$ cat src/rtl/modulo_entrada.sv
// Operator input block: waits for a processor request, debounces the confirm key
// and captures the synchronised switch bank as a 32-bit word with a one-cycle ready.
module modulo_entrada #(
  parameter int SW_W            = 16,
  parameter int SIGN_EXT        = 0,
  parameter int DEBOUNCE_CYCLES = 50000
) (
  input  logic            clock,
  input  logic            reset,
  input  logic            flag,
  input  logic [SW_W-1:0] switches,
  input  logic            confirm,
  output logic [31:0]     data_out,
  output logic            ready,
  output logic            waiting
);

  localparam int CNT_W = $clog2(DEBOUNCE_CYCLES + 1);

  typedef enum logic [1:0] {IDLE, WAIT_PRESS, WAIT_RELEASE} state_e;

  logic            key_s1_q, key_s1_d, key_s2_q, key_s2_d;
  logic [SW_W-1:0] sw_s1_q, sw_s1_d, sw_s2_q, sw_s2_d;
  logic [CNT_W-1:0] cnt_q, cnt_d;
  logic            key_db_q, key_db_d, key_db_prev_q, key_db_prev_d;
  state_e          state_q, state_d;
  logic [31:0]     data_q, data_d;
  logic            ready_q, ready_d, waiting_q, waiting_d;
  logic            press;
  logic [31:0]     sw_ext;

  generate
    if (SW_W >= 32) begin : g_full
      assign sw_ext = sw_s2_q[31:0];
    end else if (SIGN_EXT != 0) begin : g_sext
      assign sw_ext = {{(32-SW_W){sw_s2_q[SW_W-1]}}, sw_s2_q};
    end else begin : g_zext
      assign sw_ext = {{(32-SW_W){1'b0}}, sw_s2_q};
    end
  endgenerate

  // Press is a registered edge of key_db, so capture lands one edge after key_db falls.
  assign press = key_db_prev_q & ~key_db_q;

  always_comb begin
    key_s1_d      = confirm;
    key_s2_d      = key_s1_q;
    sw_s1_d       = switches;
    sw_s2_d       = sw_s1_q;
    key_db_prev_d = key_db_q;

    cnt_d    = '0;
    key_db_d = key_db_q;
    if (key_s2_q != key_db_q) begin
      if (cnt_q == CNT_W'(DEBOUNCE_CYCLES - 1)) key_db_d = key_s2_q;
      else                                      cnt_d    = cnt_q + 1'b1;
    end

    state_d = state_q;
    data_d  = data_q;
    ready_d = 1'b0;
    case (state_q)
      IDLE:         if (flag) state_d = WAIT_PRESS;
      // A falling flag wins over a coincident press.
      WAIT_PRESS: begin
        if (!flag) state_d = IDLE;
        else if (press) begin
          data_d  = sw_ext;
          ready_d = 1'b1;
          state_d = WAIT_RELEASE;
        end
      end
      WAIT_RELEASE: if (key_db_q) state_d = IDLE;
      default:      state_d = IDLE;
    endcase
    waiting_d = (state_d == WAIT_PRESS);
  end

  always_ff @(posedge clock or negedge reset) begin
    if (!reset) begin
      key_s1_q      <= 1'b1;
      key_s2_q      <= 1'b1;
      sw_s1_q       <= '0;
      sw_s2_q       <= '0;
      cnt_q         <= '0;
      key_db_q      <= 1'b1;
      key_db_prev_q <= 1'b1;
      state_q       <= IDLE;
      data_q        <= '0;
      ready_q       <= 1'b0;
      waiting_q     <= 1'b0;
    end else begin
      key_s1_q      <= key_s1_d;
      key_s2_q      <= key_s2_d;
      sw_s1_q       <= sw_s1_d;
      sw_s2_q       <= sw_s2_d;
      cnt_q         <= cnt_d;
      key_db_q      <= key_db_d;
      key_db_prev_q <= key_db_prev_d;
      state_q       <= state_d;
      data_q        <= data_d;
      ready_q       <= ready_d;
      waiting_q     <= waiting_d;
    end
  end

  assign data_out = data_q;
  assign ready    = ready_q;
  assign waiting  = waiting_q;

endmodule

$ cat config.mk
export PLATFORM = sky130hd
export DESIGN_NAME = modulo_entrada
export DESIGN_NICKNAME = d
export VERILOG_FILES = /design/src/rtl/modulo_entrada.sv
export SDC_FILE = /design/constraint.sdc
export NUM_CORES = 1
export LEC_CHECK = 0
export ABC_AREA = 0
export BUFFER_PORTS_ARGS = -buffer_cell sky130_fd_sc_hd__buf_2
export CAP_MARGIN = 30
export CORE_UTILIZATION = 39
export CTS_BUF_LIST = sky130_fd_sc_hd__clkbuf_4 sky130_fd_sc_hd__clkbuf_8 sky130_fd_sc_hd__clkbuf_16
export DETAILED_ROUTE_END_ITERATION = 12
export PLACE_DENSITY = 0.72
export SYNTH_ARGS = -nofsm -noshare
export SYNTH_HDL_FRONTEND = slang
export SYNTH_SLANG_ARGS = --single-unit
export TNS_END_PERCENT = 20
$ cat constraint.sdc
create_clock -name clock -period 3.21 [get_ports clock]
set_input_delay 0.321 -clock clock [delete_from_list [all_inputs] [get_ports clock]]
set_output_delay 0.321 -clock clock [all_outputs]
set_load 0.05 [all_outputs]
## Word level (Yosys, flattened, before mapping)

Cells that the tools add are included.

| storage, ports and cells | value |
|---|---|
| output and inout bits | 34 |
| flip-flop bits (word level) | 72 |
| input bits | 20 |
| word-level logic and storage cells | 32 |

| cells by class | value |
|---|---|
| bitwise gates (word level) | 2 |
| mux-type cells | 10 |
| reduce and logical (&&, ||, !) cells | 3 |
| add/sub/neg operators | 1 |
| equal/unequal tests | 5 |

Operators with widths:

| cell | number |
|---|---|
| $mux W16 | 2 |
| $add A16 B1 Y16 const B | 1 |
| $eq A16 B16 Y1 const B | 1 |
| $mux W2 | 4 |
| $pmux W2 S3 | 1 |
| $eq A2 B1 Y1 const B | 2 |
| $mux W1 | 3 |
| $reduce_and A3 Y1 | 1 |
| $eq A2 B2 Y1 const B | 1 |
| $logic_not A2 Y1 | 1 |
| $reduce_and A2 Y1 | 1 |
| $and A1 B1 Y1 | 1 |
| $ne A1 B1 Y1 | 1 |
| $not A1 Y1 | 1 |

## Logic depth before layout (Yosys ltp)

| logic depth | value |
|---|---|
| word-level depth | 6 |
| gate-level depth with buffers | 5 |
| gate-level depth less buffers | 5 |

## Worst setup path after synthesis

No wires, ideal clock.

| timing path | value |
|---|---|
| kind | reg-to-reg |
| start | register cnt_q[12] |
| end | register cnt_q[10] |
| setup slack | 1.577 ns |
| library setup time | 0.119 ns |
| cell stages (with the launch flop) | 6 |
| data required time | 3.091 ns |
| arrival | 1.515 ns |
| path buffers | 1 |
| clock period less this slack | 1.633 ns |
| cell sequence | dfrtp_1 nor4_1 nand3b_1 o41ai_4 buf_6 nor2_1 |

| between the ends | value |
|---|---|
| longest elaborated chain between the ends | 3 |

RTL lines:

| element | line | text |
|---|---|---|
| start, declared | 24 | `logic [CNT_W-1:0] cnt_q, cnt_d;` |
| start signal, assigned | 97 | `cnt_q <= cnt_d;` |
| $eq A16 B16 Y1 | 55 | `if (cnt_q == CNT_W'(DEBOUNCE_CYCLES - 1)) key_db_d = key_s2_q;` |
| $mux W16 | 55 |  |
| $mux W16 | 54 | `if (key_s2_q != key_db_q) begin` |
| named net cnt_d[10] | 24 |  |

The timed path passes the listed nets, and every way through them passes these cells.
A chain may end at the register's enable or synchronous reset.

## Worst setup path in the final report

| timing path | value |
|---|---|
| start | register cnt_q[12] |
| end | register cnt_q[3] |

Same word-level chain as after synthesis.

==> out/metrics.yaml <==
placed_design:
  port_buffers: 37
  hpwl_um: 2450
  dp.cells: 293
  gp_congestion: 0.737
  place_ws_ps: 1220
route:
  drc: 0
  wire_per_inst_um: 11.7
  drt-initial-drc-count: 99
  drt-pass1-iter-count: 6
  via_per_inst: 4.48
  drtAntennaViolNets: 0
  vias: 1390
  drt_wl_total_um: 3620
cells_and_area:
  num_antenna_cells: 0
  multi_input_area_um2: 673
  final_cell_mix: "68 x dfrtp_1, 37 x buf_2, 21 x nor2_1"
  synthToLayoutAreaGrowth_pct: 17.7
  fill_cells: 578
  final_nets: 249
  seq_area_um2: 1810
  layout_commonest_cell: "dfrtp_1"
  drive_above_1_share_pct: 33.9
  fin_cells: 310
clock_tree:
  cts_max_level: 3
  cts_buffer_depth: 2
  clock_sink_count: 72
  cts_setup_buffers: 0
  cts_made_buffers: 9
  cts_resized: 0
  root_buffer: "clkbuf_8"
  path_clk_slew_ps: 70
  cts_tree: "built"
  clock_latency_ps: 330
  ctsHoldBuffers: 1
pwr:
  sw_frac_of_total_pct: 21.6
  vdd.ir_drop.worst_mv: 0.311
  p_total_mw: 1.83
  power_frac_comb_pct: 5.1
  internal_power_mw: 1.43
  power.share.sequential_pct: 51.8
  cellPowerDensity_nw_per_um2: 603
  power.switching_uw: 396
  p_clk_share_pct: 43.1
  p_leak_nw: 1.47
sta:
  setup_viol: 0
  fmax_mhz: 498
  rsz0062_at_grt: "false"
  min_period_ps: 2010
  fin_crit_sh_pct: 62.5
  maxSlewViolCount: 0
  clock_skew_ps: 7.12
  worstMarginPinSlew_ps: 895
  fin_tns_setup_ps: 0
  final_hold_viol_count: 0
  max_slew_margin_pct: 40.2
  postLayoutSetupSlackWorst_ps: 1200
floorplan:
  fp.dieH_um: 83.3
  start_util_pct: 40.6
  dieArea_um2: 6930
  coreArea_um2: 6350
  fp.dieW_um: 83.3
  ios: 54
  rows: 29
logic_synthesis:
  ys_warn_count: 0
  syn-instance-count: 180
  synth.cell_area_um2: 2570
  synth_area_leaders: "dfrtp_1 66%, mux2_2 7.4%, buf_4 4.7%, xnor2_1 4.4%, dfstp_2 4.1%"
  synth_cell_types: 24
  yosysTopAreaCell: "dfrtp_1"
  synth_top_cell_area_share_pct: 66.1
  synth-seq-cells: 72
  syn_avg_cell_area_um2: 14.3
  seq_area_frac_synth_pct: 70.2
hold_path:
  hold-path-endpoint: "sw_s1_q[15]$_DFF_PN0_"
  hold_depth: 1
  hp-class: "in2reg"
  hp-start: "switches[15]"
run_status:
  status: "finished clean"
setup_path:
  end_kind: "flop"
  r2r-end: "cnt_q[3]$_DFF_PN0_"
  crit_type: "reg2reg"
  critPathRequiredTime_ps: 3390
  path_max_fanout: 16
  reg2reg_depth: 4
  reg2reg_from: "cnt_q[12]$_DFF_PN0_"
  start_kind: "flop"
  r2r_setup_slack_ps: 1200
  worstPathArrival_ps: 2180
grt:
  grt_pass1_vias: 1396
  overflow: 0
  antenna_found_initial: 0
  grt_pass1_wl_um: 6390
  grt_max_degree: 27
  grt.total_usage_pct: 12.1
flow_run:
  maxCapViolations: 0
==> kinds of logic (layout without fill, tap and decap cells) <==
group | after synthesis | after routing | share of synthesized area, %
AO/OA/AOI/OAI | 3 | 3 | 1.46
buffers and inverters | 22 | 60 | 5.88
flip-flops | 72 | 72 | 70.2
AND/OR/NAND/NOR | 49 | 49 | 9.33
XOR/XNOR | 15 | 15 | 5.10
other | 1 | 16 | 0.146
multiplexers | 17 | 17 | 7.43
adder cells (fa/ha/maj) | 1 | 1 | 0.486
==> per-stage QoR <==
| stage | cell area, µm² | utilization, % | hold WS, ps |
|---|---|---|---|
| 6_report | 3030 | 47.7 | 88.2 |
| 4_1_cts | 3030 | 47.7 | 64.1 |
| 5_1_grt | 3030 | 47.7 | 55.5 |
| 3_5_place_dp | 2790 | 44.0 | 335 |
| 2_1_floorplan | 2630 | - | 25.4 |
| 3_3_place_gp | 2790 | 44.0 | 333 |
==> Yosys cell counts <==
cell type / n
nor4_1: 6
nand4_1: 3
nand2_1: 4
nor2_1: 21
dfrtp_1: 68
nor3_1: 3
a21oi_1: 2
nand3_1: 5
xor2_1: 2
nor2_2: 1
nand2b_1: 1
inv_1: 4
xnor2_1: 13
o41ai_4: 1
buf_4: 16
conb_1: 1
dfstp_2: 4
nor2b_1: 2
nand3b_1: 2
ha_1: 1
nand3_2: 1
buf_6: 1
buf_2: 1
mux2_2: 17
==> area by class of cell <==
class	instances	share of cell area, %
Sequential cell	72	59.6
Multi-Input combinational cell	101	22.2
Tap cell	77	3.18
Inverter	4	0.495
Clock buffer	11	4.99
Timing Repair Buffer	40	6.93
Clock inverter	5	2.60
==> state kept, by name, summed over array words and instances, names as in the netlist <==
signal and cells:
key_db_prev_q 1, sw_s2_q 16, ready 1, data_out 16, sw_s1_q 16, cnt_q 16, key_db_prev_d 1, state_q 2
key_s2_q 1, waiting 1, key_s1_q 1
==> worst max path at each step <==
stage               slack [ps]  cells past startpoint                start                  end
detailed placement        1220                      4  cnt_q[12]$_DFF_PN0_   cnt_q[6]$_DFF_PN0_
global placement          1290                      4  cnt_q[12]$_DFF_PN0_   cnt_q[9]$_DFF_PN0_
floorplan                 1580                      5  cnt_q[12]$_DFF_PN0_  cnt_q[10]$_DFF_PN0_
finish                    1200                      4  cnt_q[12]$_DFF_PN0_   cnt_q[3]$_DFF_PN0_
CTS                       1210                      4  cnt_q[12]$_DFF_PN0_   cnt_q[3]$_DFF_PN0_
global route              1010                      4  cnt_q[12]$_DFF_PN0_  cnt_q[12]$_DFF_PN0_
==> routing by layer <==
layer	share of wire, %	vias up	global-route usage [%]
li1	-	657	-
met3	5.7	4	5.77
met2	47	39	18.0
met1	45	690	14.5
met4	1.6	0	6.11
met5	0	-	0
==> power groups by stage <==
stage	combinational, mW	sequential (mW)	clock (mW)
5_1_grt	0.103	0.951	0.860
3_5_place_dp	0.0942	0.965	0
2_1_floorplan	0.0709	0.968	0
3_3_place_gp	0.0935	0.964	0
4_1_cts	0.0955	0.948	0.816
6_report	0.0934	0.948	0.788
==> critical path, stage by stage (launching register included) <==
cell and delay (ps):
dfrtp_1 430, nor4_1 290, nand3b_1 180, o41ai_4 840, nor2_1 120
(Power assumes the default switching activity.)
